### src/rtl/instr_queue_param.sv
// Parametrised circular-buffer instruction queue sitting between decode and
// dispatch. Decode appends packed instruction words with a valid/ready
// handshake; dispatch sees the head word combinationally (first-word
// fall-through) and consumes it with its own valid/ready handshake.
// A flush discards every queued entry without touching the storage array.
// Occupancy, almost-full and peak-occupancy status are all derived from
// registered state, so they are glitch-free relative to clk.
module instr_queue_param #(
    parameter int INSTR_W   = 76,
    parameter int DEPTH     = 8,
    parameter int AF_THRESH = 6,
    parameter int CNT_W     = $clog2(DEPTH + 1)
) (
    input  logic               clk,
    input  logic               rst,
    input  logic               enq_valid,
    input  logic [INSTR_W-1:0] enq_instr,
    output logic               enq_ready,
    output logic               deq_valid,
    output logic [INSTR_W-1:0] deq_instr,
    input  logic               deq_ready,
    input  logic               flush,
    output logic [CNT_W-1:0]   count,
    output logic               full,
    output logic               empty,
    output logic               almost_full,
    output logic               stall_out,
    output logic [CNT_W-1:0]   peak_count
);

    // DEPTH is a power of two, so pointers wrap naturally when they overflow.
    localparam int PTR_W = (DEPTH > 1) ? $clog2(DEPTH) : 1;

    localparam logic [CNT_W-1:0] FULL_CNT = CNT_W'(DEPTH);
    localparam logic [CNT_W-1:0] AF_CNT   = CNT_W'(AF_THRESH);
    localparam logic [CNT_W-1:0] CNT_ONE  = CNT_W'(1);
    localparam logic [PTR_W-1:0] PTR_ONE  = PTR_W'(1);

    logic [INSTR_W-1:0] r_mem [DEPTH];
    logic [PTR_W-1:0]   r_wrPtr;
    logic [PTR_W-1:0]   r_rdPtr;
    logic [CNT_W-1:0]   r_count;
    logic [CNT_W-1:0]   r_peak;

    logic               w_full;
    logic               w_empty;
    logic               w_enqFire;
    logic               w_deqFire;
    logic [CNT_W-1:0]   w_nextCount;

    // Status is decoded purely from the registered count. In particular the
    // ready towards decode never looks at deq_ready, so a dequeue on a full
    // queue does not open a slot in the same cycle.
    assign w_full      = (r_count == FULL_CNT);
    assign w_empty     = (r_count == '0);
    assign w_enqFire   = enq_valid & ~w_full;
    assign w_deqFire   = deq_ready & ~w_empty;

    assign full        = w_full;
    assign empty       = w_empty;
    assign enq_ready   = ~w_full;
    assign deq_valid   = ~w_empty;
    assign stall_out   = w_full;
    assign almost_full = (r_count >= AF_CNT);
    assign count       = r_count;
    assign peak_count  = r_peak;

    // First-word fall-through: the head entry is visible without a read cycle.
    assign deq_instr   = r_mem[r_rdPtr];

    // Next occupancy: flush empties the queue and overrides both fire events;
    // a simultaneous enqueue and dequeue leave the occupancy unchanged.
    always_comb begin
        w_nextCount = r_count;
        if (flush) begin
            w_nextCount = '0;
        end else if (w_enqFire && !w_deqFire) begin
            w_nextCount = r_count + CNT_ONE;
        end else if (w_deqFire && !w_enqFire) begin
            w_nextCount = r_count - CNT_ONE;
        end
    end

    // Pointer, occupancy and peak tracking; the peak survives a flush and
    // only reset clears it.
    always_ff @(posedge clk) begin
        if (rst) begin
            r_wrPtr <= '0;
            r_rdPtr <= '0;
            r_count <= '0;
            r_peak  <= '0;
        end else begin
            r_count <= w_nextCount;
            if (flush) begin
                r_wrPtr <= '0;
                r_rdPtr <= '0;
            end else begin
                if (w_enqFire) begin
                    r_wrPtr <= r_wrPtr + PTR_ONE;
                end
                if (w_deqFire) begin
                    r_rdPtr <= r_rdPtr + PTR_ONE;
                end
            end
            if (w_nextCount > r_peak) begin
                r_peak <= w_nextCount;
            end
        end
    end

    // Storage array: cleared on reset so the head output is never X, left
    // untouched by flush, written at the tail on an accepted enqueue.
    always_ff @(posedge clk) begin
        if (rst) begin
            for (int i = 0; i < DEPTH; i++) begin
                r_mem[i] <= '0;
            end
        end else if (w_enqFire && !flush) begin
            r_mem[r_wrPtr] <= enq_instr;
        end
    end

endmodule

### config.mk
export PLATFORM = sky130hd
export DESIGN_NAME = instr_queue_param
export DESIGN_NICKNAME = d
export VERILOG_FILES = /design/src/rtl/instr_queue_param.sv
export SDC_FILE = /design/constraint.sdc
export NUM_CORES = 1
export LEC_CHECK = 0
export BUFFER_PORTS_ARGS = -buffer_cell sky130_fd_sc_hd__buf_2
export CAP_MARGIN = 15
export CELL_PAD_IN_SITES_DETAIL_PLACEMENT = 1
export CELL_PAD_IN_SITES_GLOBAL_PLACEMENT = 2
export CORE_MARGIN = 2
export CORE_UTILIZATION = 49
export DETAILED_ROUTE_END_ITERATION = 10
export PLACE_DENSITY = 0.85
export SETUP_SLACK_MARGIN = 0.02
export SYNTH_ARGS = -nofsm -noshare
export SYNTH_HDL_FRONTEND = slang
export SYNTH_SLANG_ARGS = --single-unit
### constraint.sdc
create_clock -name clk -period 5.9 [get_ports clk]
set_input_delay 0.59 -clock clk [delete_from_list [all_inputs] [get_ports clk]]
set_output_delay 0.59 -clock clk [all_outputs]
set_load 0.005 [all_outputs]
---- Word level (Yosys, flattened, before mapping) ----
Memories as Yosys holds them, arrays and structs flattened. A register that Yosys moved wholly into a read port is not among the register bits.
Index checks and enable logic that the tools add are counted.
storage, ports and cells
  register bits ........................... 14
  RAM bits ................................ 608
  input bits .............................. 81
  output and inout port bits .............. 90
  word-level logic and storage cells ...... 38
  memories ................................ 1
memory list
  memory  words  width  rd ports  clocked after memory_dff  write ports  line  text
  r_mem   8      76     1         1                         8            39    logic [INSTR_W-1:0] r_mem [DEPTH];
operators by class
  $add $sub $neg .......................... 4
  magnitude comparators ................... 2
  equal/unequal tests ..................... 1
  muxes and demuxes ....................... 13
  bitwise gates (word level) .............. 4
  reduce and logical (&&, ||, !) cells .... 9
operators with widths
  kind                   count
  $mux W76               1
  $reduce_or A76 Y1      1
  $mux W4                3
  $mux W3                3
  $add A3 B1 Y3 const B  2
  $mux W1                6
  $add A4 B1 Y4 const B  1
  $eq A4 B4 Y1 const B   1
  $ge A4 B3 Y1 const B   1
  $gt A4 B4 Y1           1
  $logic_not A4 Y1       1
  $sub A4 B1 Y4 const B  1
  $logic_and A1 B1 Y1    3
  $logic_not A1 Y1       3
  $and A1 B1 Y1          2
  $not A1 Y1             2
  $reduce_or A2 Y1       1

---- Longest topological paths before layout ----
  depth in word-level cells ............... 9
  gate-level depth with buffers ........... 12
  depth with buffers taken out ............ 12

---- Least setup slack after synthesis ----
No wires, ideal clock.
  path kind ............................... reg2reg
  start point ............................. register r_count[1], in the netlist count[1]
  end point ............................... memory r_mem[0][0], enable pin
  library setup time ...................... 0.401 ns
  data arrival time ....................... 2.741 ns
  data required time ...................... 5.499 ns
  setup slack ............................. 2.758 ns
  cell stages (with the launch flop) ...... 9
  buffers on the path ..................... 1
  clock period less this slack ............ 3.142 ns
  cells stage by stage .................... dfxtp_1 -> inv_1 -> ha_1 -> nand3b_2 -> nand2_2 -> or3_4 -> nor3_4 -> buf_4 -> or2_2
RTL lines
  what                    line  text
  start, declared         42    logic [CNT_W-1:0] r_count;
  start signal, assigned  93    r_count <= w_nextCount;
  end, declared           39

==> metrics.md <==
| Metric | Value |
|---|---|
| Share of flip-flops with an asynchronous set or reset after synthesis | 0% |
| Number of routed nets with antenna violations | 0 |
| Most common library cell in the layout ignoring fill and taps | and2_1 |
| Number of nets produced by synthesis | about 1800 |
| Sink of the worst hold path | r_mem[3][19] |
| Global-route wire length before repair | between 100 and 150 mm |
| Buffering stage count on the worst path with inverters included | 2 |
| Reg2reg start | count[1] |
| Clock network power share | between 40% and 50% |
| Most used flip-flop cell after synthesis | edfxtp_1 |
| Die area | 59000 um^2 |
| CP Max Fanout | 45 |
| WL/cell | ~27 um |
| Post-route cell area | between 30000 and 40000 um^2 |
| Post-synthesis share of cell area spent on full adders, half adders and majority gates | less than 1% |
| Final setup vio count | 0 |
| CTS Hold Bufs | 0 |
| Number of synthesized flops with an enable pin | between 600 and 700 |
| Clock skew | about 17 ps |
| Reg2reg path depth | 7 |
| Worst min path class | input port to flop |
| Share of cells above drive strength 1 | 28.4% |
| Share of the synthesized netlist area taken by xor and xnor gates | less than 1% |
| Sum of overflow across all layers after global routing | 0 |
| Via-to-Cell Ratio | ~5.7 |
| Number of H-tree levels | 3 |
| Overall routing resource usage | 24.7% |
| Number of buffers between clock root and the deepest sink | 3 |
| Via count of the first global-routing pass | around 17000 |
| DIE HEIGHT | roughly 240 um |
| Top delay family on crit path | flip-flops |
| Cell area after synthesis | around 28000 um^2 |
| Share of the core filled with cells in the final layout | between 50 and 60% |
| Post-cts gate resize count | 0 |
| Proportion of power drawn by combinational gates | 5.3% |
| Post-detailed-placement half-perimeter wirelength | 38.6 mm |
| Length of the first detailed-routing pass in iterations | 5 |
| DRT Wirelength | around 70 mm |
| Internal | ~7.6 mW |
| Row cnt | just under 90 |
| Top cell type's share of synthesized area | between 60 and 70% |
| Total power per unit cell area | between 300 and 400 nW/um^2 |
| Global placement routability congestion | 0.762 |
| Skew-Pair Late Insertion Delay | ~600 ps |
| Type of the setup path with the least slack | flop to output port |
| Arrival time reported for the critical path endpoint | roughly 3200 ps |
| Commonest cells after routing, fill and taps aside | and2_1, edfxtp_1, buf_2 |
| Post-Synthesis Cells | about 1700 |
| Number of instances in the placed design | around 2500 |
| Number of distinct library cells after synthesis | 47 |
| Delay of the slowest cell on the worst path | 990 ps |
| Share of the yosys chip area belonging to registers | about 67% |
| Horizontal die dimension | about 240 um |
| Area growth from synthesis to layout | 13.5% |
| Basic-gate share of the synthesized area counting and, or, nand and nor cells | ~15% |
| Setup total negative slack | 0 ps |
| Initial Utilization | approximately half |
| Headroom to the max-slew limit | around 25% |
| Clock sinks | between 600 and 700 |
| Setup bufs post-CTS | 0 |
| Share of power burned in registers | between 50 and 60% |
| Number of buffers added on ports | 170 |
| Number of instances on the worst hold path | 2 |
| Hold violation count in the final report | 0 |
| Core Area | roughly 56000 um^2 |
| WP data required | 5310 ps |
| Outcome | complete, no violations |
| Final count of pins violating max slew | 0 |
| Post-layout net count | roughly 1900 |
| Actual transition at the worst max-transition pin | ~1100 ps |
| Endpoint of the worst register-to-register path | r_mem[6][67] |
| Cell area reported after detailed placement | ~30000 um^2 |
| Non-filler cells, final | 2658 |
| Worst-path cell chain | buf_4, mux4_2, mux2_2, buf_2 |
| Minimum clock period after layout | 3820 ps |
| Filler Cells Inserted | between 5000 and 6000 |
| Crit share post-route | 64.7% |
| Highest clock rate | about 260 MHz |
| Critical Path Slowest Stage Cell | dfxtp_4 |
| Yosys reg bits | ~630 |
| Beginning of the worst hold path | enq_instr[19] |
| Number of maximum-capacitance constraint violations | 0 |
| Number of antenna violations at the first check in global routing | 4 |
| Synth Area in Compound Gates | less than 1% |
| Largest net degree at the start of global routing | 80 |
| DRC marker count from the first detailed-route iteration | between 1000 and 1500 |
| CTS tree | yes |
| Largest family of logic cells by synthesized area | multiplexers |
| Cell type with the largest total area after synthesis | edfxtp_1 |
| Yosys warning count | 0 |
| Switching power as a share of total power | between 20% and 30% |
| DRC | 0 |
| Library cell used as clock root buffer | clkbuf_16 |
| Setup repair after global routing missed its margin | false |
| Critical path startpoint category | flop |
| Synth Area per Inst | around 17 um^2 |
| Total number of vias | 15300 |
| Top cells by area in the synthesized netlist | edfxtp_1, and2_1, mux4_2 |
| I/O pin cnt | ~170 |
| Total clock buffers created by CTS | 69 |
| NetSw | 2.07 mW |
| Leakage power summed over all cells | around 12 nW |
| Kind of end point of the critical path | output port |
| Register clock-pin slew on the reported worst setup and hold paths | around 60 ps |
| Peak supply drop | roughly 0.17 mV |
| Multiplexer fraction of the synthesized cell area | between 10% and 20% |
| Slack of the worst reg-to-reg path | roughly 2500 ps |
-- final cells by class --
type                       count  area [um^2]  share of cell area [%]
antenna                        1         2.50                 0.00789
timing repair buffer         198         1120                    3.54
clock buffer                  94         1910                    6.01
sequential                   625        18600                    58.7
multi-input combinational    948         8900                    28.1
inverter                       9         33.8                   0.107
clock inverter                27          196                   0.619
tap                          756          946                    2.98
-- through the flow --
stage	setup slack [ps]	power (mW)	hold slack, ps
final	2080	9.69	355
after global routing	1830	9.95	376
after CTS	1940	9.75	334
after detailed placement	2530	5.70	502
after global placement	2570	5.68	499
after floorplan	2760	5.43	472
-- cell families after synthesis --
group | count (synthesis)
AND/OR/NAND/NOR | 675
flip-flops | 625
multiplexers | 232
buffers and inverters | 121
AO/OA/AOI/OAI | 28
adder cells (fa/ha/maj) | 9
XOR/XNOR | 4
-- synth_stat cells (all sizes together), types with 2 or more instances --
| cell | count |
|---|---|
| a21oi | 8 |
| a221oi | 2 |
| a31oi | 3 |
| and2 | 609 |
| buf | 27 |
| clkbuf | 85 |
| dfxtp | 17 |
| edfxtp | 608 |
| ha | 9 |
| inv | 9 |
| mux2 | 77 |
| mux2i | 3 |
| mux4 | 152 |
| nand2 | 7 |
| nand2b | 6 |
| nand3 | 7 |
| nand3b | 2 |
| nand4 | 2 |
| nor2 | 22 |
| nor3 | 3 |
| o21a | 2 |
| o21ai | 8 |
| o221ai | 2 |
| or2 | 9 |
| or3 | 3 |
| xor2 | 3 |
-- worst register-to-register path, stage by stage, from the launching register on --
cell,delay (ps)
dfxtp_1,520
inv_1,90
ha_1,280
nand3b_2,220
nand4_1,470
nor2_4,260
or2_4,900
buf_12,320
-- flip-flops by register name, summed over array words and instances, names as in the netlist, named ones only --
name / flops
r_rdPtr: 3
r_wrPtr: 3
count: 4
r_mem: 608
peak_count: 4
-- power by group through the flow --
stage | Clock, mW | Sequential (mW) | Combinational (mW)
floorplan | 0 | 5.15 | 0.278
global placement | 0 | 5.16 | 0.516
detailed placement | 0 | 5.18 | 0.522
CTS | 4.14 | 5.09 | 0.527
global route | 4.29 | 5.10 | 0.558
finish | 4.08 | 5.09 | 0.517
-- routing by layer --
layer	part of all wire, %	GRT usage, %	vias to the layer above
li1	-	-	6595
met1	42	33.0	8140
met2	51	42.2	434
met3	4.7	3.55	110
met4	2.0	7.11	4
met5	0.035	0	-
-- worst max-delay path by stage --
stage	from	end	slack [ps]	cells past startpoint
finish	flop	deq_instr[5]	2080	4
global route	flop	deq_instr[4]	1830	4
CTS	flop	deq_instr[5]	1940	4
detailed placement	rst	r_mem[2][19]	2530	6
global placement	flop	deq_instr[4]	2570	4
floorplan	count[1]	r_mem[0][0]	2760	8
No activity file was read; power rests on OpenSTA's default activity.
